## src/rtl/pipe_stage_elastic.sv

```systemverilog
// Elastic register pipeline with per-stage valid bits and bubble collapsing.
// The chained ready lets each stage accept whenever any slot at or beyond it
// is empty or the consumer is taking the head this cycle. en freezes all
// state. flush squashes every valid bit but keeps the payload registers.
module pipe_stage_elastic #(
  parameter int WIDTH = 32,
  parameter int DEPTH = 2
) (
  input  logic                       CLK,
  input  logic                       RST,
  input  logic                       en,
  input  logic                       flush,
  input  logic                       in_valid,
  input  logic [WIDTH-1:0]           in_data,
  output logic                       in_ready,
  output logic                       out_valid,
  output logic [WIDTH-1:0]           out_data,
  input  logic                       out_ready,
  output logic [$clog2(DEPTH+1)-1:0] count
);

  localparam int CW = $clog2(DEPTH+1);

  logic [DEPTH-1:0] v;
  logic [WIDTH-1:0] d [DEPTH];
  logic [DEPTH-1:0] rdy;
  logic             in_fire;
  logic             out_fire;
  logic [CW-1:0]    count_nxt;

  // Ready chain, evaluated from the output end back toward stage 0.
  always_comb begin
    rdy = '0;
    rdy[DEPTH-1] = ~v[DEPTH-1] | out_ready;
    for (int i = DEPTH-2; i >= 0; i--) begin
      rdy[i] = ~v[i] | rdy[i+1];
    end
  end

  // Handshakes qualified by en and flush; population tracked incrementally.
  always_comb begin
    in_ready  = en & ~flush & rdy[0];
    out_valid = v[DEPTH-1] & ~flush;
    out_fire  = out_valid & out_ready & en;
    in_fire   = in_valid & in_ready;
    out_data  = d[DEPTH-1];
    count_nxt = count + CW'(in_fire) - CW'(out_fire);
  end

  // Stage registers: a ready stage takes its predecessor (or the input),
  // so empty slots are overwritten and bubbles disappear under back-pressure.
  always_ff @(posedge CLK or posedge RST) begin
    if (RST) begin
      v     <= '0;
      count <= '0;
      for (int i = 0; i < DEPTH; i++) begin
        d[i] <= '0;
      end
    end else if (en) begin
      if (flush) begin
        v     <= '0;
        count <= '0;
      end else begin
        if (rdy[0]) begin
          v[0] <= in_fire;
          if (in_fire) begin
            d[0] <= in_data;
          end
        end
        for (int i = 1; i < DEPTH; i++) begin
          if (rdy[i]) begin
            v[i] <= v[i-1];
            d[i] <= d[i-1];
          end
        end
        count <= count_nxt;
      end
    end
  end

endmodule

```

## config.mk

```make
export PLATFORM = sky130hd
export DESIGN_NAME = pipe_stage_elastic
export DESIGN_NICKNAME = d
export VERILOG_FILES = /design/src/rtl/pipe_stage_elastic.sv
export SDC_FILE = /design/constraint.sdc
export NUM_CORES = 1
export LEC_CHECK = 0
export BUFFER_PORTS_ARGS = -buffer_cell sky130_fd_sc_hd__buf_2
export CAP_MARGIN = 20
export CELL_PAD_IN_SITES_DETAIL_PLACEMENT = 2
export CELL_PAD_IN_SITES_GLOBAL_PLACEMENT = 2
export CORE_MARGIN = 2
export CORE_UTILIZATION = 38
export CTS_CLUSTER_SIZE = 40
export DETAILED_ROUTE_END_ITERATION = 10
export PLACE_DENSITY = 0.87
export SETUP_SLACK_MARGIN = 0.4
export SYNTH_ARGS = -nofsm -noshare
export SYNTH_HDL_FRONTEND = slang
export SYNTH_SLANG_ARGS = --single-unit
```

## constraint.sdc

```tcl
create_clock -name CLK -period 3.8 [get_ports CLK]
set_input_delay 0.76 -clock CLK [delete_from_list [all_inputs] [get_ports CLK]]
set_output_delay 0.76 -clock CLK [all_outputs]
set_load 0.1 [all_outputs]
```

# Yosys cells after proc, flatten, opt, wreduce, memory -nomap -nowiden
# Cells that the tools add are included.
# word_totals
reg_bits,68
latchBits,0
mem_bits_rw,0
romBits,0
inputBits,38
output_inout_bits,36
wordCells,28
memories,0
# classes
add_sub_neg,2
n_mul,0
n_div,0
order_cmp,0
eq_ne,0
shift,0
n_mux,4
n_bitwise,11
n_reduce_logical,6
# ops
operator,n
$and A1 B1 Y1,6
$mux W2,2
$reduce_and A2 Y1,2
$reduce_and A4 Y1,1
$reduce_bool A2 Y1,2
$not A1 Y1,3
$reduce_and A3 Y1,1
$add A2 B1 Y2,1
$mux W1,2
$or A1 B1 Y1,2
$sub A2 B1 Y2,1

# Logic depth before layout (Yosys ltp)
# Gate-level depths: netlist of run 1.
# depth
word_depth,8
depth_mapped,10
ltp_nobuf,9

# Worst setup path before layout of run 1
# No wires, ideal clock.
# synth_timing
path_type,input-to-output
startpoint,input flush
endpoint,output in_ready
arrival_time_ns,2.452
required_time_ns,3.040
path_slack_ns,0.588
path_stages,2
n_path_buf,0
path_cell_list,nand2b_2 a21oi_1
# synth_between
elab_chain_len,3
# synth_rtl
element,line_no,rtl
start: declaration,12,"input logic flush,"
$not A1 Y1 (no line),--,
$and A1 B1 Y1 (2 in series),42,in_ready = en & ~flush & rdy[0];
end: declaration,15,"output logic in_ready,"
# Every way passes these cells.

# Final worst setup path of run 1
# Ends and elaborated chain as after synthesis.

==> impl_metrics.toml, run 1 <==
[outcome]
outcome = "completed"

[power]
powerDensity_mw_per_mm2 = 866.6
ir_drop_mv = 0.3489
power_mw = 2.868
leakagePower_nw = 1.557

[clock_tree]
htreeDepth = 3
cts_buffer_depth = 2
cts_tree = "done"
clkTransAtPathRegs_ns = 0.07
cts-hold-fix-buffers = 0
ctsResizeCount = 0
cts_sinks = 68
root_buffer = "clkbuf_8"
cts_inserted_buffers = 9
clk_latency_ns = 0.34
post_cts_buffers = 0

[finish]
areaGrowthSynthToFinish_pct = 14.45
drive_gt1_share_pct = 62.10
antennaDiodeCount = 0
nets = 283
finalInstanceArea_mm2 = 0.003309
fin_util_pct = 45.38

[synth]
synth-xor-area-share_pct = 0.3029
synth_ff_type = "dfrtp_1"
synth_fp_nets = 235
synth-adder-area-share_pct = 0.8654
synth.area.top_cells = "dfrtp_1, mux2_2, buf_4"
muxShareOfSynthArea_pct = 24.92
syn_area_mm2 = 0.002892
synth-edff-count = 0
netlist_instances = 195
syn_avg_cell_area_um2 = 14.83
async_flop_share_pct = 100.0
synth_top_family_by_area = "multiplexers"
synthSimpleGateAreaFrac_pct = 1.601
synth-seq-area-share_pct = 58.85
yosys-top-cells-count = "dfrtp_1, mux2_2, buf_4"
ys_types = 20
ys_ff_latch = 68
synth_compound_area_share_pct = 2.293
yosysTopAreaCellShare_pct = 58.85
synth_top_cell_by_area = "dfrtp_1"
yosysWarnings = 0
yosysMostFrequentCell = "dfrtp_1"

[global_route]
grt_overflow = 0
grt_pass1_wl_mm = 9.735
grt_max_degree = 37
track_usage_pct = 15.21
grt_pass1_vias = 1829
antenna_found_initial = 0

[sta]
slew_violations = 0
finalSetupViolations = 0
relSlewSlack_pct = 35.24
worst_slew_pin_slew_ns = 0.9692
setup_tns_ns = 0
whs_ns = 0.4883
hold_viol = 0
fin_crit_ns = 2.498
finClkSkew_ns = 0.009620
finalCritPeriodShare_pct = 65.75
fmax_ghz = 0.4002
rsz0062_at_grt = "no"

[worst_setup_path]
critical_path_required_ns = 3.04
crit_path_cell_trace = "buf_2, nand2b_2, a21oi_1, buf_2"
endpoint_kind = "output pin"
arrival_ns = 1.74
slowest_stage = "buf_2"
crit_path_max_incr_delay_ns = 0.44
worstSetupStartpointType = "primary input"
crit_path_max_fanout = 5
cp_common_cell = "buf_2"
rrSetupSlack_ns = 1.89
critPathKind = "in -> out"

[floorplan]
rows = 31
die_x_um = 91.23
die_y_um = 91.23
die_area_mm2 = 0.008323
ios = 74
core_mm2 = 0.007292
initial_utilization_pct = 39.65

[route]
wl_mm = 5.811
ant_nets = 0
wl_per_cell_um = 16.75
route.detailed.drc = 0
drt_iter0_markers = 38
via_per_inst = 4.648
num_vias = 1613
drtPass1Iterations = 2

[place]
placed_area_mm2 = 0.003107
dp_hpwl_mm = 4.033
gp_congestion = 0.6922
portBuffers = 73

[run]
cap_violations = 0

[hold_path]
hp-class = "reg -> reg"
[critical path, delay by kind of cell]
family                 cells  cell delay [ns]
buffers and inverters      2             0.57
AND/OR/NAND/NOR            1             0.26
AO/OA/AOI/OAI              1             0.15
[power by group]
part | switching [mW] | internal, mW | total, mW | leakage [nW]
registers | 0.0986 | 0.909 | 1.01 | 0.815
clock network | 0.261 | 0.337 | 0.598 | 0.102
logic | 1.02 | 0.238 | 1.26 | 0.640
[logic make-up (layout without fill, tap and decap cells)]
| logic type | Yosys count | in the layout |
|---|---|---|
| mux | 64 | 64 |
| compound gates | 8 | 8 |
| simple gates | 7 | 7 |
| fa+ha+maj | 2 | 2 |
| flops | 68 | 68 |
| buf+inv | 45 | 98 |
| xor+xnor | 1 | 1 |
[layout make-up]
type,instances,area (um2)
clock inverters,4,47.55
flip-flops and latches,68,1702
fillers,760,3983
clock buffers,12,155.1
well taps,99,123.9
multi-input cells,82,874.6
inverters,7,26.28
repair buffers,75,380.4
[metrics by stage]
step / setup WS (ns) / std cells
after floorplan: 0.5877 / 195
after global placement: 1.323 / 331
after detailed placement: 1.284 / 331
after CTS: 1.288 / 347
after global routing: 1.268 / 347
final: 1.302 / 347
[placed cells by master, fill, tap and decap left out, types with 2 or more instances in the layout]
cell type,netlist,final
a21oi_1,2,2
clkinv_2,0,2
clkbuf_8,0,11
ha_1,2,2
mux2_1,5,5
buf_4,35,2
buf_2,0,73
o22ai_1,2,2
inv_1,7,6
mux2_2,59,59
dfrtp_1,68,68
[state kept, by name, summed over array words and instances (netlist names)]
register / cells
d: 32
count: 2
out_data: 32
v: 2
[worst paths after layout]
| check | to | start | cells past startpoint |
|---|---|---|---|
| setup reg to reg | count[1] | v[1] | 8 |
| hold reg to reg | d[62] | d[62] | 1 |
| min in group asynchronous | d[41] | RST | 2 |
| max in group asynchronous | d[38] | RST | 3 |
| hold / removal | d[62] | d[62] | 1 |
| setup / recovery | in_ready | flush | 4 |
[per-layer routing]
| metal | wire length, um | track usage [%] | up-vias |
|---|---|---|---|
| met4 | 114 | 6.818 | 0 |
| met5 | 0 | 0 | - |
| li1 | - | - | 728 |
| met2 | 3025 | 26.11 | 52 |
| met1 | 2414 | 18.34 | 821 |
| met3 | 255 | 3.237 | 12 |
Power figures use the tool's default switching activity.
==> run 2: changes to the inputs <==
--- a/config.mk
+++ b/config.mk
@@ -5,15 +5,16 @@
 export SDC_FILE = /design/constraint.sdc
 export NUM_CORES = 1
 export LEC_CHECK = 0
+export ABC_AREA = 1
 export BUFFER_PORTS_ARGS = -buffer_cell sky130_fd_sc_hd__buf_2
 export CAP_MARGIN = 20
 export CELL_PAD_IN_SITES_DETAIL_PLACEMENT = 2
 export CELL_PAD_IN_SITES_GLOBAL_PLACEMENT = 2
 export CORE_MARGIN = 2
-export CORE_UTILIZATION = 38
+export CORE_UTILIZATION = 28
 export CTS_CLUSTER_SIZE = 40
 export DETAILED_ROUTE_END_ITERATION = 10
-export PLACE_DENSITY = 0.87
+export PLACE_DENSITY = 0.79
 export SETUP_SLACK_MARGIN = 0.4
 export SYNTH_ARGS = -nofsm -noshare
 export SYNTH_HDL_FRONTEND = slang
==> constraint.sdc (replaced) <==
create_clock -name CLK -period 2.03 [get_ports CLK]
set_input_delay 0.406 -clock CLK [delete_from_list [all_inputs] [get_ports CLK]]
set_output_delay 0.406 -clock CLK [all_outputs]
set_load 0.1 [all_outputs]
==> impl_metrics.toml, run 2 <==
[clock_tree]
clkTransAtPathRegs_ns = 0.07
cts_tree = "done"
cts_inserted_buffers = 9
cts_buffer_depth = 2
root_buffer = "clkbuf_8"
cts_sinks = 68
cts-hold-fix-buffers = 0
htreeDepth = 3
clk_latency_ns = 0.35

[floorplan]
rows = 38
die_y_um = 108.3
initial_utilization_pct = 28.33
core_mm2 = 0.01075
ios = 74
die_x_um = 108.3
die_area_mm2 = 0.01172

[finish]
final_common_cell = "nand2_1"
nets = 434
fin_util_pct = 33.97
final_cells = 539
areaGrowthSynthToFinish_pct = 19.89
final_cell_mix = "nand2_1, buf_2, dfrtp_1"
antennaDiodeCount = 0
drive_gt1_share_pct = 28.82
finalInstanceArea_mm2 = 0.003650

[place]
portBuffers = 73
gp_congestion = 0.7275
placed_area_mm2 = 0.003371
post-place-cells = 519
dp_hpwl_mm = 5.415
place_ws_ns = 0.1818

[route]
drt-met1-wl_mm = 3.493
wl_mm = 8.216
route.met2.wl_mm = 4.210
ant_nets = 0
drt_iter0_markers = 72
via_per_inst = 4.482
num_vias = 2416
routed-wl-met3_um = 294
route.detailed.drc = 0
drtPass1Iterations = 4
wl_per_cell_um = 15.24
top_layer_used = "met4"

[power]
p_clk_share_pct = 26.0
powerDensity_mw_per_mm2 = 1198
pwr-share-seq_pct = 39.2
power_mw = 4.372
power_frac_comb_pct = 34.8
sw_frac_of_total_pct = 43.44
leakagePower_nw = 2.012
ir_drop_mv = 0.3446
p_int_mw = 2.473
switchingPower_mw = 1.899

[sta]
setup_ws_ns = 0.3768
finClkSkew_ns = 0.006788
worst_slew_pin_slew_ns = 0.5111
whs_ns = 0.1381
hold_viol = 0
fmax_ghz = 0.6049
finalCritPeriodShare_pct = 81.44
slew_violations = 0
relSlewSlack_pct = 66.16
fin_crit_ns = 1.653
setup_tns_ns = 0
finalSetupViolations = 0
rsz0062_at_grt = "yes"

[global_route]
grt_overflow = 0
track_usage_pct = 15.12
grt_max_degree = 69
antenna_found_initial = 0
grt_pass1_wl_mm = 13.28
grt_pass1_vias = 2666

[synth]
yosysMostFrequentCell = "nand2_1"
synth_top_cell_by_area = "dfrtp_1"
synth-seq-area-share_pct = 55.90
async_flop_share_pct = 100.0
ys_types = 16
synth.area.top_cells = "dfrtp_1, nand2_1, buf_4"
syn_area_mm2 = 0.003044
netlist_instances = 346
synth_ff_type = "dfrtp_1"
synth_fp_nets = 386
syn_avg_cell_area_um2 = 8.798
ys_ff_latch = 68
yosysWarnings = 0
yosysTopAreaCellShare_pct = 55.90
synth-edff-count = 0
yosys-top-cells-count = "nand2_1, dfrtp_1, buf_4"

[worst_setup_path]
crit_path_max_incr_delay_ns = 0.45
worstSetupStartpointType = "flop"
critical_path_required_ns = 1.62
slowest_stage = "dfrtp_2"
endpoint_kind = "output pin"
crit_path_max_fanout = 3
critPathKind = "reg -> out"
crit_path_cell_trace = "nand3_2, nand2_2, clkinvlp_4, buf_6"
arrival_ns = 1.25

[hold_path]
hp-class = "in -> async"

[outcome]
outcome = "completed"

[run]
cap_violations = 0
## run 2: changes by cell type after synthesis, sizes merged, moves of 2 or more
cell | before | now
nand3 | 0 | 4
buf | 38 | 48
clkbuf | 0 | 3
a21oi | 2 | 0
nand4 | 0 | 32
nand2 | 0 | 174
o22ai | 2 | 0
mux2 | 64 | 0
inv | 7 | 10
nand2b | 2 | 0
## run 2: routing by layer
layer / global-route usage (%) / vias up
met4: 7.967 / 0
met1: 17.82 / 1203
met3: 2.592 / 13
met2: 26.28 / 47
li1: - / 1153
met5: 0 / -
## run 2: critical path, delay by kind of cell (launching register included)
family,cells,cell delay [ns]
buffers and inverters,2,0.28
and+or+nand+nor,2,0.17
DFF,1,0.45
## run 2: cell families after synthesis
logic type	share of synthesized area, %
DFF	55.90
AOI/OAI and AO/OA	0.8222
and+or+nand+nor	30.00
adders and majority gates	0.8219
buffers and inverters	12.45
## run 2: power groups by stage
stage	sequential, mW	combinational, mW	clock [mW]
after floorplan	1.72	1.42	0
after global placement	1.73	1.49	0
after detailed placement	1.74	1.52	0
after CTS	1.72	1.53	1.18
after global routing	1.75	1.62	1.25
final	1.71	1.52	1.14
## run 2: path summary, 6_finish.rpt
| kind | from | to | slack (ns) | depth (start not counted) |
|---|---|---|---|---|
| min | RST | out_data[3] | 0.14 | 3 |
| min reg2reg | d[45] | out_data[13] | 0.47 | 2 |
| max reg2reg | v[1] | count[0] | 0.40 | 7 |
| max in group asynchronous | RST | v[1] | 1.55 | 3 |
| max | v[1] | in_ready | 0.38 | 4 |
| min in group CLK | in_data[2] | d[34] | 0.32 | 3 |
## run 2: repair_timing
item,4_1_cts,5_1_grt
endpoints found under the setup margin,5,4
gates resized for setup,10,5
pin swaps,0,2
setup buffers,0,4
## run 2: area by class of cell
| cell class | count | area [um2] |
|---|---|---|
| Clock inverter | 1 | 30.03 |
| Timing Repair Buffer | 88 | 514.2 |
| Tap cell | 140 | 175.2 |
| Clock buffer | 15 | 166.4 |
| Sequential cell | 68 | 1703 |
| Inverter | 10 | 50.05 |
| Multi-Input combinational cell | 217 | 1011 |
| Fill cell | 1249 | 7096 |
